[src/rtl/seg7_digit_reader.sv]
// seg7_digit_reader
//   Receive-side monitor for the seven-segment bus. It synchronizes the segment pattern and
//   waits until the pattern is stable. It then decodes the pattern back to a hex digit, checks
//   that successive digits advance by +1 mod 16, and keeps a saturating count of protocol errors.
//
// Ports
//   clk          system clock, rising edge
//   rst_n        asynchronous active-low reset
//   seg_in       segment bus, active-high, bit0=a .. bit6=g, asynchronous to clk
//   clr_err      synchronous clear of err_cnt and of the previous-digit history
//   digit        last accepted digit, holds between accepts
//   digit_valid  1-cycle pulse: a new valid digit was accepted
//   invalid      1-cycle pulse: a stable pattern was not in the decode table
//   seq_err      1-cycle pulse with digit_valid: digit did not follow the previous digit
//   blank        level: the last accepted pattern was all-off
//   err_cnt      saturating count of invalid and seq_err events

module seg7_digit_reader #(
    parameter int unsigned STABLE_CYCLES = 4,
    parameter int unsigned ERR_W         = 8
) (
    input  logic             clk,
    input  logic             rst_n,
    input  logic [6:0]       seg_in,
    input  logic             clr_err,
    output logic [3:0]       digit,
    output logic             digit_valid,
    output logic             invalid,
    output logic             seq_err,
    output logic             blank,
    output logic [ERR_W-1:0] err_cnt
);

    typedef enum logic [1:0] {StWait, StSettle, StAccept} state_e;

    localparam logic [3:0]       StabMax = 4'(STABLE_CYCLES - 1);
    localparam logic [ERR_W-1:0] ErrMax  = {ERR_W{1'b1}};
    localparam logic [ERR_W-1:0] ErrOne  = {{(ERR_W-1){1'b0}}, 1'b1};

    state_e           state_q, state_d;
    logic [6:0]       seg_meta_q, seg_meta_d;
    logic [6:0]       seg_s_q, seg_s_d;
    logic [3:0]       stab_cnt_q, stab_cnt_d;
    logic [6:0]       last_seg_q, last_seg_d;
    logic [6:0]       cand_q, cand_d;
    logic [3:0]       digit_q, digit_d;
    logic             digit_valid_q, digit_valid_d;
    logic             invalid_q, invalid_d;
    logic             seq_err_q, seq_err_d;
    logic             blank_q, blank_d;
    logic             have_prev_q, have_prev_d;
    logic [ERR_W-1:0] err_cnt_q, err_cnt_d;

    logic       dec_hit;
    logic [3:0] dec_code;
    logic       err_inc;

    // Decode table, g..a ordering.
    always_comb begin
        dec_hit  = 1'b1;
        dec_code = 4'h0;
        unique case (cand_q)
            7'h3F:   dec_code = 4'h0;
            7'h06:   dec_code = 4'h1;
            7'h5B:   dec_code = 4'h2;
            7'h4F:   dec_code = 4'h3;
            7'h66:   dec_code = 4'h4;
            7'h6D:   dec_code = 4'h5;
            7'h7D:   dec_code = 4'h6;
            7'h07:   dec_code = 4'h7;
            7'h7F:   dec_code = 4'h8;
            7'h6F:   dec_code = 4'h9;
            7'h77:   dec_code = 4'hA;
            7'h7C:   dec_code = 4'hB;
            7'h39:   dec_code = 4'hC;
            7'h5E:   dec_code = 4'hD;
            7'h79:   dec_code = 4'hE;
            7'h71:   dec_code = 4'hF;
            default: dec_hit  = 1'b0;
        endcase
    end

    always_comb begin
        seg_meta_d = seg_in;
        seg_s_d    = seg_meta_q;

        // A count of N means seg_s_q has now matched the previous sample N times in a row.
        if (seg_s_d != seg_s_q) begin
            stab_cnt_d = 4'd0;
        end else if (stab_cnt_q == StabMax) begin
            stab_cnt_d = stab_cnt_q;
        end else begin
            stab_cnt_d = stab_cnt_q + 4'd1;
        end

        state_d       = state_q;
        last_seg_d    = last_seg_q;
        cand_d        = cand_q;
        digit_d       = digit_q;
        digit_valid_d = 1'b0;
        invalid_d     = 1'b0;
        seq_err_d     = 1'b0;
        blank_d       = blank_q;
        have_prev_d   = have_prev_q;
        err_inc       = 1'b0;

        unique case (state_q)
            StWait: begin
                if (seg_s_q != last_seg_q) begin
                    state_d = StSettle;
                end
            end
            StSettle: begin
                // Falling back to the accepted pattern means the change was a glitch.
                if (seg_s_q == last_seg_q) begin
                    state_d = StWait;
                end else if (stab_cnt_q == StabMax) begin
                    state_d = StAccept;
                    cand_d  = seg_s_q;
                end
            end
            StAccept: begin
                state_d    = StWait;
                last_seg_d = cand_q;
                if (cand_q == 7'h00) begin
                    blank_d     = 1'b1;
                    have_prev_d = 1'b0;
                end else if (dec_hit) begin
                    digit_d       = dec_code;
                    digit_valid_d = 1'b1;
                    blank_d       = 1'b0;
                    if (have_prev_q && (dec_code != (digit_q + 4'd1))) begin
                        seq_err_d = 1'b1;
                        err_inc   = 1'b1;
                    end
                    have_prev_d = 1'b1;
                end else begin
                    invalid_d = 1'b1;
                    err_inc   = 1'b1;
                end
            end
            default: state_d = StWait;
        endcase

        err_cnt_d = err_cnt_q;
        if (clr_err) begin
            err_cnt_d   = '0;
            have_prev_d = 1'b0;
        end else if (err_inc && (err_cnt_q != ErrMax)) begin
            err_cnt_d = err_cnt_q + ErrOne;
        end
    end

    always_ff @(posedge clk or negedge rst_n) begin
        if (!rst_n) begin
            state_q       <= StWait;
            seg_meta_q    <= 7'h00;
            seg_s_q       <= 7'h00;
            stab_cnt_q    <= 4'd0;
            last_seg_q    <= 7'h00;
            cand_q        <= 7'h00;
            digit_q       <= 4'h0;
            digit_valid_q <= 1'b0;
            invalid_q     <= 1'b0;
            seq_err_q     <= 1'b0;
            blank_q       <= 1'b1;
            have_prev_q   <= 1'b0;
            err_cnt_q     <= '0;
        end else begin
            state_q       <= state_d;
            seg_meta_q    <= seg_meta_d;
            seg_s_q       <= seg_s_d;
            stab_cnt_q    <= stab_cnt_d;
            last_seg_q    <= last_seg_d;
            cand_q        <= cand_d;
            digit_q       <= digit_d;
            digit_valid_q <= digit_valid_d;
            invalid_q     <= invalid_d;
            seq_err_q     <= seq_err_d;
            blank_q       <= blank_d;
            have_prev_q   <= have_prev_d;
            err_cnt_q     <= err_cnt_d;
        end
    end

    assign digit       = digit_q;
    assign digit_valid = digit_valid_q;
    assign invalid     = invalid_q;
    assign seq_err     = seq_err_q;
    assign blank       = blank_q;
    assign err_cnt     = err_cnt_q;

endmodule

[config.mk]
export PLATFORM = sky130hd
export DESIGN_NAME = seg7_digit_reader
export DESIGN_NICKNAME = d
export VERILOG_FILES = /design/src/rtl/seg7_digit_reader.sv
export SDC_FILE = /design/constraint.sdc
export NUM_CORES = 1
export LEC_CHECK = 0
export ABC_AREA = 0
export CAP_MARGIN = 20
export CORE_MARGIN = 5
export CORE_UTILIZATION = 45
export CTS_CLUSTER_DIAMETER = 100
export DETAILED_ROUTE_END_ITERATION = 8
export PLACE_DENSITY = 0.65
export SYNTH_ARGS = -nofsm -noshare
export SYNTH_HDL_FRONTEND = slang
export SYNTH_SLANG_ARGS = --single-unit
[constraint.sdc]
create_clock -name clk -period 5.1 [get_ports clk]
set_clock_uncertainty 0.05 [all_clocks]
set_input_delay 1.275 -clock clk [delete_from_list [all_inputs] [get_ports clk]]
set_output_delay 1.275 -clock clk [all_outputs]
set_load 0.01 [all_outputs]
# After elaboration in Yosys (flattened, before gate mapping)
# Index checks and enable logic that the tools add are counted.
[word_totals] in_bits=10 out_inout_bits=16 word_cells=88 register_bits=51
[classes] n_addsub=3 eq_ne=27 n_bitwise=2 n_mux=29 reduce_logical=14
[op_table] operator="equality test 7 bit (second input constant)" count=12
[op_table] operator="one-hot mux 4 bit (15 select lines)" count=1
[op_table] operator="two-way mux 1 bit" count=20
[op_table] operator="two-way mux 8 bit" count=2
[op_table] operator="OR reduction 16 bit" count=1
[op_table] operator="equality test 7 x 3 -> 1 bit (second input constant)" count=2
[op_table] operator="equality test 7 x 6 -> 1 bit (second input constant)" count=2
[op_table] operator="inequality test 7 bit" count=2
[op_table] operator="adder 4 x 1 -> 4 bit (second input constant)" count=2
[op_table] operator="adder 8 x 1 -> 8 bit (second input constant)" count=1
[op_table] operator="two-way mux 4 bit" count=2
[op_table] operator="inequality test 8 bit (second input constant)" count=1
[op_table] operator="equality test 7 bit" count=1
[op_table] operator="logical NOT 7 bit" count=1
[op_table] operator="two-way mux 2 bit" count=3
[op_table] operator="AND reduction 2 bit" count=3
[op_table] operator="AND reduction 3 bit" count=2
[op_table] operator="nonzero test 2 bit" count=3
[op_table] operator="equality test 4 x 2 -> 1 bit (second input constant)" count=1
[op_table] operator="inequality test 2 bit (second input constant)" count=2
[op_table] operator="inequality test 4 bit" count=1
[op_table] operator="one-hot mux 2 bit (2 select lines)" count=1
[op_table] operator="inequality test 3 bit (second input constant)" count=1
[op_table] operator="nonzero test 3 bit" count=1
[op_table] operator="other kinds (5)" count=7

# Depth between registers and ports, before layout
# Gate-level depths: netlist of run 1.
[logic_depth] depth_word=11 depth_mapped=10 mapped_depth_nobuf=7

# Worst setup path after synthesis of run 1
# Ideal clock, no wire load.
[synth_path] path_type="reg2reg" from="register cand_q[4]" to="register err_cnt_q[5] (netlist: err_cnt[5])" setup_time_ns=0.125 stages_incl_launch_ff=10 required_ns=4.925 n_path_buf=2 period_less_slack_ns=2.605 arrival_time_ns=2.430 path_slack_ns=2.495 cell_sequence="dfrtp_1 buf_4 and3_1 o21a_1 or3_1 o211ai_1 a2111oi_4 buf_6 nor4b_2 mux2_4"
[synth_between] elab_chain_cells=10 word_cells_on_any_way=28 cone_classes="eq/ne: 17; mux: 6; reduce/logical: 5"
[synth_lines] element="from (decl)" line_no="45" rtl="logic [6:0] cand_q, cand_d;"
[synth_lines] element="from (signal assigned)" line_no="175" rtl="cand_q <= cand_d;"
[synth_lines] element="equality test 7 bit, or another cell as far along" line_no="62" rtl="unique case (cand_q)"
[synth_lines] element="one-hot mux 4 bit (15 select lines)" line_no="62"
[synth_lines] element="inequality test 4 bit" line_no="132" rtl="if (have_prev_q && (dec_code != (digit_q + 4'd1))) begin"
[synth_lines] element="logical AND 1 bit" line_no="132"
[synth_lines] element="two-way mux 1 bit" line_no="132"
[synth_lines] element="two-way mux 1 bit" line_no="128" rtl="end else if (dec_hit) begin"
[synth_lines] element="two-way mux 1 bit (*)" line_no="125" rtl="if (cand_q == 7'h00) begin"
[synth_lines] element="two-way mux 1 bit (*)" line_no="107" rtl="unique case (state_q)"
[synth_lines] element="logical AND 1 bit (*)" line_no="149" rtl="end else if (err_inc && (err_cnt_q != ErrMax)) begin"
[synth_lines] element="nonzero test 2 bit (no source line) (*)"
[synth_lines] element="to (signal assigned)" line_no="182" rtl="err_cnt_q <= err_cnt_d;"
[synth_lines] element="to (decl)" line_no="52" rtl="logic [ERR_W-1:0] err_cnt_q, err_cnt_d;"
# Mark *: on every way between the ends. The rest lies on a longest branch, timed or not.
# A chain may end at the register's enable or synchronous reset.

# Worst setup path after layout of run 1
[layout_path] from="register cand_q[3]" to="register err_cnt_q[5] (netlist: err_cnt[5])"
# The elaborated chain is that of the path after synthesis.

==> metrics.txt, run 1 <==
Reg power frac 60.8%; drt via density 5.431; synth warn 0; Synth Instances about 220; H-tree depth 2; multi-input logic area 1217 um2; final setup TNS 0 ns; synthesis-to-finish area growth 14.54%; Num CTS Buffers 5; antenna cells 0; drt drc 0; wire length on met1 about 2.3 mm; largest net degree at the start of global routing 52; Post-Syn Nets 237; R2R Path Start cand_q[3]$_DFFE_PN0P_; Die Height 85.74 um; Max Slew Vio Count 0; setup bufs post-CTS 0; Post-synth top flop dfrtp_1; Seq. cell area around 1300 um2; DR iter-0 viols 22; run status completed; Seq/Total Area, Yosys between 40% and 50%; all-layer global routing usage between 10% and 20%; first-pass GRT wire length approximately 7.9 mm; full die area approximately 7400 um2; WHS around 0.35 ns; CP Max Fanout 17; max cap viols 0; antenna violations before repair 0; Hold-fix buffers, CTS 0; Setup crit start kind flop; post-CTS sizing 0; routed wire length about 4.6 mm; router iterations before antenna repair 4; vias approximately 1700; combinational cell fraction of total power under 10%; CTS Root Cell clkbuf_8; Hold Path Class flop to flop; Worst setup EP type flop; fin crit period around 3.2 ns; Filler Cell Count 510; CTS Sinks between 50 and 60; CP endpoint err_cnt[5]$_DFFE_PN0P_; DRT antenna net count 0; nets between 200 and 300; switching pwr between 0.1 and 0.15 mW; aggregate global routing overflow 0; Max Used Layer met4; Post-synth EDFFs 0; Syn Std Cell Area between 2000 and 3000 um2; RSZ-0062 raised after global routing false; R2R setup slack around 1.9 ns; worst endpoint required time about 5.2 ns; Sw Ratio about a fifth; Worst Setup SP cand_q[3]$_DFFE_PN0P_; Max Freq about 310 MHz; worst-case vdd ir drop about 150 uV; static leakage between 1 and 1.5 nW; # setup viols final 0; Period Utilization, post-route a little over three fifths; R2R depth 7; worst skew pair latency 0.30 ns; Clk pwr share between 30% and 40%; Crit Path Class flop to flop; length of routed met3 wiring 107 um; DR WL/cell 14.61 um; RePlAce Congestion 0.7876; worst slew pin tran just under 0.8 ns; hpwl dp 3.303 mm; Die W approximately 86 um; Clk pin slew, worst setup/hold paths ~0.09 ns; Syn Area/Cell roughly 12 um2; internal power about 0.54 mW; Worst R2R End err_cnt[5]$_DFFE_PN0P_; Slew Limit Headroom approximately half; met2 WL around 2.2 mm; core region area approximately 5500 um2; Async SR Flop Fraction 100.0%; pwr dens 230.8 nW/um2; share of cells above drive strength 1 15.04%; post-synthesis register bit count 51; Netlist cell types between 50 and 60; Worst Path Arrival between 3 and 4 ns; CTS max path bufs 2; final total power about 0.68 mW; TritonCTS clock tree built; Cell Rows 27; Core Util, Final 53.36%; initial core utilization between 40% and 50%; Fin. Hold Viols 0; IO Pins 26; vias in the first global route about 1700; IO buf count 25
## cell usage after synthesis, drive strengths merged, types with 4 or more instances
library cell	number	area [um2]
xor2	13	113.9
nor2	10	37.54
o31ai	4	30.03
nand3	8	40.04
a21oi	9	45.04
xnor2	8	70.07
nand2	9	33.78
or4	5	41.29
and3	4	25.02
o21ai	7	38.79
inv	5	18.77
mux2	18	210.2
dfrtp	50	1251
buf	9	56.30
## state kept, by name (all words and copies together) (netlist names)
register     cells
blank            1
err_cnt          8
seg_meta_q       7
invalid          1
cand_q           7
digit            4
digit_valid      1
seg_s_q          7
stab_cnt_q       4
last_seg_q       7
state_q          2
seq_err          1
have_prev_q      1
## per-layer routing
layer / track usage [%] / vias to the layer above
li1: - / 864
met3: 2.882 / 5
met2: 21.82 / 16
met1: 18.09 / 842
met5: 0 / -
met4: 3.741 / 0
## critical path: stages (launching register included)
cell and delay [ns]:
dfrtp_1 0.65, nor3_1 0.18, and4bb_1 0.27, a21o_1 0.19, or4_4 0.54, a2111oi_4 0.77
nor4b_2 0.14, mux2_4 0.32
## kinds of logic after synthesis
group                      Yosys count  synth area share (%)
and+or+nand+nor                     69                 16.77
DFF                                 51                 49.49
AOI/OAI and AO/OA                   44                 13.28
xor gates and xnor gates            21                 7.126
muxes                               19                 8.531
buffers and inverters               17                 3.345
adders and majority gates            3                 1.454
## cell usage in the layout (no fill, tap or decap), drive strengths merged, types with 4 or more instances in the layout
cell type	instances
dfrtp	50
nand3	8
clkbuf	8
and3	4
xor2	13
xnor2	8
nor2	10
or4	5
mux2	18
clkdlybuf4s50	24
o31ai	4
nand2	9
o21ai	7
a21oi	9
inv	5
## worst min path at each step
stage	startpoint	end	slack, ns	cells past startpoint
2_1_floorplan	seg_meta_q[2]$_DFF_PN0_	seg_s_q[2]$_DFF_PN0_	0.32	0
3_3_place_gp	seg_meta_q[2]$_DFF_PN0_	seg_s_q[2]$_DFF_PN0_	0.32	0
3_5_place_dp	seg_meta_q[6]$_DFF_PN0_	seg_s_q[6]$_DFF_PN0_	0.33	0
4_1_cts	seg_meta_q[6]$_DFF_PN0_	seg_s_q[6]$_DFF_PN0_	0.35	0
5_1_grt	seg_meta_q[6]$_DFF_PN0_	seg_s_q[6]$_DFF_PN0_	0.36	0
6_report	seg_meta_q[6]$_DFF_PN0_	seg_s_q[6]$_DFF_PN0_	0.35	0
## layout make-up
type / count / share of cell area, %
timing repair buffer: 26 / 8.548
tap: 72 / 3.047
clock buffer: 8 / 3.386
inverter: 5 / 0.6348
multi-input combinational: 156 / 41.18
sequential: 51 / 43.21
## through the flow
| stage | setup WS, ns | instance area, um2 | std cells |
|---|---|---|---|
| CTS | 1.934 | 2957 | 318 |
| global placement | 2.016 | 2856 | 310 |
| finish | 1.884 | 2957 | 318 |
| detailed placement | 1.934 | 2856 | 310 |
| floorplan | 2.495 | 2581 | 224 |
| global route | 1.626 | 2957 | 318 |
## power by group through the flow
| stage | sequential, mW | clock (mW) | combinational, mW |
|---|---|---|---|
| global route | 0.416 | 0.269 | 0.0272 |
| global placement | 0.423 | 0 | 0.0244 |
| CTS | 0.415 | 0.254 | 0.0245 |
| finish | 0.415 | 0.244 | 0.0236 |
| detailed placement | 0.423 | 0 | 0.0243 |
| floorplan | 0.422 | 0 | 0.00800 |
(Power assumes the default switching activity.)
==> inputs of run 2 (changes only) <==
==> constraint.sdc (replaced) <==
create_clock -name clk -period 3.16 [get_ports clk]
set_clock_uncertainty 0.05 [all_clocks]
set_input_delay 0.79 -clock clk [delete_from_list [all_inputs] [get_ports clk]]
set_output_delay 0.79 -clock clk [all_outputs]
set_load 0.01 [all_outputs]
==> run 2 against run 1 <==
Compared with the run above:
- power is 62% higher
- clock power grew 64%
- final area increased by 1.1%
- sequential power grew 61%
- core utilization up 0.59 points
- maximum frequency grew 12%
- routed wire length grew 2.8%
- worst setup slack got worse by 1.6 ns
- combinational power rose by 62%
- register-to-register slack worse by 1.6 ns
- via count is 2.3% higher
- highest routed layer unchanged
==> metrics.txt, run 2 (synthesis results as in run 1) <==
initial core utilization 46.59% (unchanged); final setup TNS 0 ns (unchanged); Seq. cell area 1277 um2 (unchanged); share of cells above drive strength 1 17.13% (+2.1 points); first-pass GRT wire length 8.625 mm (+9.0%); final total power 1.108 mW (+62%); switching pwr 0.2636 mW (+91%); Num CTS Buffers 5 (unchanged); internal power 0.8441 mW (+55%); RSZ-0062 raised after global routing false; CTS max path bufs 2 (unchanged); DR WL/cell 14.79 um (+1.2%); IO Pins 26 (unchanged); worst skew pair latency 0.30 ns (about the same); DR iter-0 viols 83 (+280%); H-tree depth 2 (unchanged); drt via density 5.471 (+0.73%); # setup viols final 0 (unchanged); vias 1767 (+2.3%); CTS Sinks 51 (unchanged); Worst setup EP type flop; Max Slew Vio Count 0 (unchanged); all-layer global routing usage 14.52% (+1.1 points); WHS 0.3187 ns (-0.02751 ns); Hold Path Class primary input to async pin; most frequent cells in the layout 50 x dfrtp_1, 24 x clkdlybuf4s50_1, 15 x mux2_2; synthesis-to-finish area growth 15.80%; setup bufs post-CTS 0 (unchanged); Period Utilization, post-route 91.20% (+28 points); antenna cells 0 (unchanged); Cell Rows 27 (unchanged); CP Max Fanout 16 (-1); TritonCTS clock tree built; worst slew pin tran 0.6931 ns (-0.07941 ns); worst-case vdd ir drop 313.1 uV (+110%); Clk pwr share 36.0% (+0.3 points); full die area 7350 um2 (unchanged); antenna violations before repair 0 (unchanged); Fin. Hold Viols 0 (unchanged); R2R depth 8 (+1); Max Freq 347.0 MHz (+12%); Crit Path Class flop to flop; combinational cell fraction of total power 3.5% (about the same); Setup crit start kind flop; aggregate global routing overflow 0 (unchanged); fin crit period 2.882 ns (-0.3342 ns); commonest non-fill, non-tap cell in the layout dfrtp_1; IO buf count 25 (unchanged); Worst Path Arrival 3.01 ns (-0.35 ns); max reg flops 8 (unchanged); router iterations before antenna repair 4 (unchanged); drt drc 0 (unchanged); multi-input logic area 1217 um2 (unchanged); worst endpoint required time 3.29 ns (-1.95 ns); Hold-fix buffers, CTS 0 (unchanged); pwr dens 370.6 nW/um2 (+61%); RePlAce Congestion 0.8345 (+6.0%); Reg power frac 60.5% (-0.3 points); Clk pin slew, worst setup/hold paths 0.10 ns (about the same); Die Height 85.74 um (unchanged); Die W 85.74 um (unchanged); largest net degree at the start of global routing 38 (-27%); core region area 5540 um2 (unchanged); hpwl dp 3.441 mm (+4.2%); vias in the first global route 1745 (+4.7%); Filler Cell Count 505 (-0.98%); max cap viols 0 (unchanged); Sw Ratio 23.80% (+3.6 points); nets 263 (+1.9%); run status completed; routed wire length 4.777 mm (+2.8%); Slew Limit Headroom 53.14% (+4.6 points); Core Util, Final 53.95% (+0.59 points); static leakage 1.325 nW (+1.9%); post-CTS sizing 0 (unchanged); CTS Root Cell clkbuf_8; DRT antenna net count 0 (unchanged)
[run 2: changes by cell type in the layout (fill, tap and decap cells not counted)]
cell      before  now
buf_4          1    6
clkbuf_1       1    0
clkbuf_8       7    5
inv_6          0    3
[run 2: power groups by stage]
stage	logic (mW)	registers, mW	clock network, mW
after global placement	0.0395	0.683	0
after global routing	0.0441	0.672	0.439
after detailed placement	0.0398	0.683	0
after floorplan	0.0129	0.681	0
after CTS	0.0400	0.670	0.410
final	0.0382	0.670	0.399
[run 2: final timing paths]
kind / start / endpoint / slack, ns
max: cand_q[4]$_DFFE_PN0P_ / err_cnt[2]$_DFFE_PN0P_ / 0.28
min: rst_n / seg_meta_q[6]$_DFF_PN0_ / 0.32
max reg2reg: cand_q[4]$_DFFE_PN0P_ / err_cnt[2]$_DFFE_PN0P_ / 0.28
min reg2reg: seg_meta_q[5]$_DFF_PN0_ / seg_s_q[5]$_DFF_PN0_ / 0.35
max in group asynchronous: rst_n / blank$_DFFE_PN1P_ / 1.94
min in group clk: seg_meta_q[5]$_DFF_PN0_ / seg_s_q[5]$_DFF_PN0_ / 0.35
[run 2: metrics by stage]
stage / cells / setup WS, ns / cell area, um2
floorplan: 224 / 0.5552 / 2581
global placement: 315 / 0.3628 / 2894
detailed placement: 315 / 0.2864 / 2894
CTS: 323 / 0.2758 / 2989
global route: 323 / 0.05065 / 2989
finish: 323 / 0.2781 / 2989
[run 2: cell type report]
cell class	instances	area share, %
clock buffer	5	2.302
clock inverter	3	0.8790
inverter	5	0.6279
tap	72	3.014
sequential	51	42.74
timing repair buffer	31	9.711
multi-input combinational	156	40.73
[run 2: worst max-delay path, cell delays in order, from the launching register on]
cell and delay, ns:
dfrtp_1 0.64, nor3_1 0.16, and4bb_1 0.26, a21o_1 0.19, or4_4 0.54, a2111oi_4 0.50
buf_4 0.24, or4_1 0.12, a21oi_1 0.06
[run 2: metal layers]
layer,wire length [um],track usage [%],part of all wire (%),up-vias
met2,2240,21.82,47,26
met1,2330,20.55,49,862
met3,104,3.074,2.2,10
met5,0,0,0,-
met4,101,5.612,2.1,0
li1,-,-,-,869
==> inputs of run 3 (changes only) <==
--- a/config.mk
+++ b/config.mk
@@ -6,6 +6,7 @@
 export NUM_CORES = 1
 export LEC_CHECK = 0
 export ABC_AREA = 0
+export ABC_CLOCK_PERIOD_IN_PS = 3160
 export CAP_MARGIN = 20
 export CORE_MARGIN = 5
 export CORE_UTILIZATION = 45
==> results of run 3 <==
No change in the layout: final DEF, timing and power equal those of run 2.
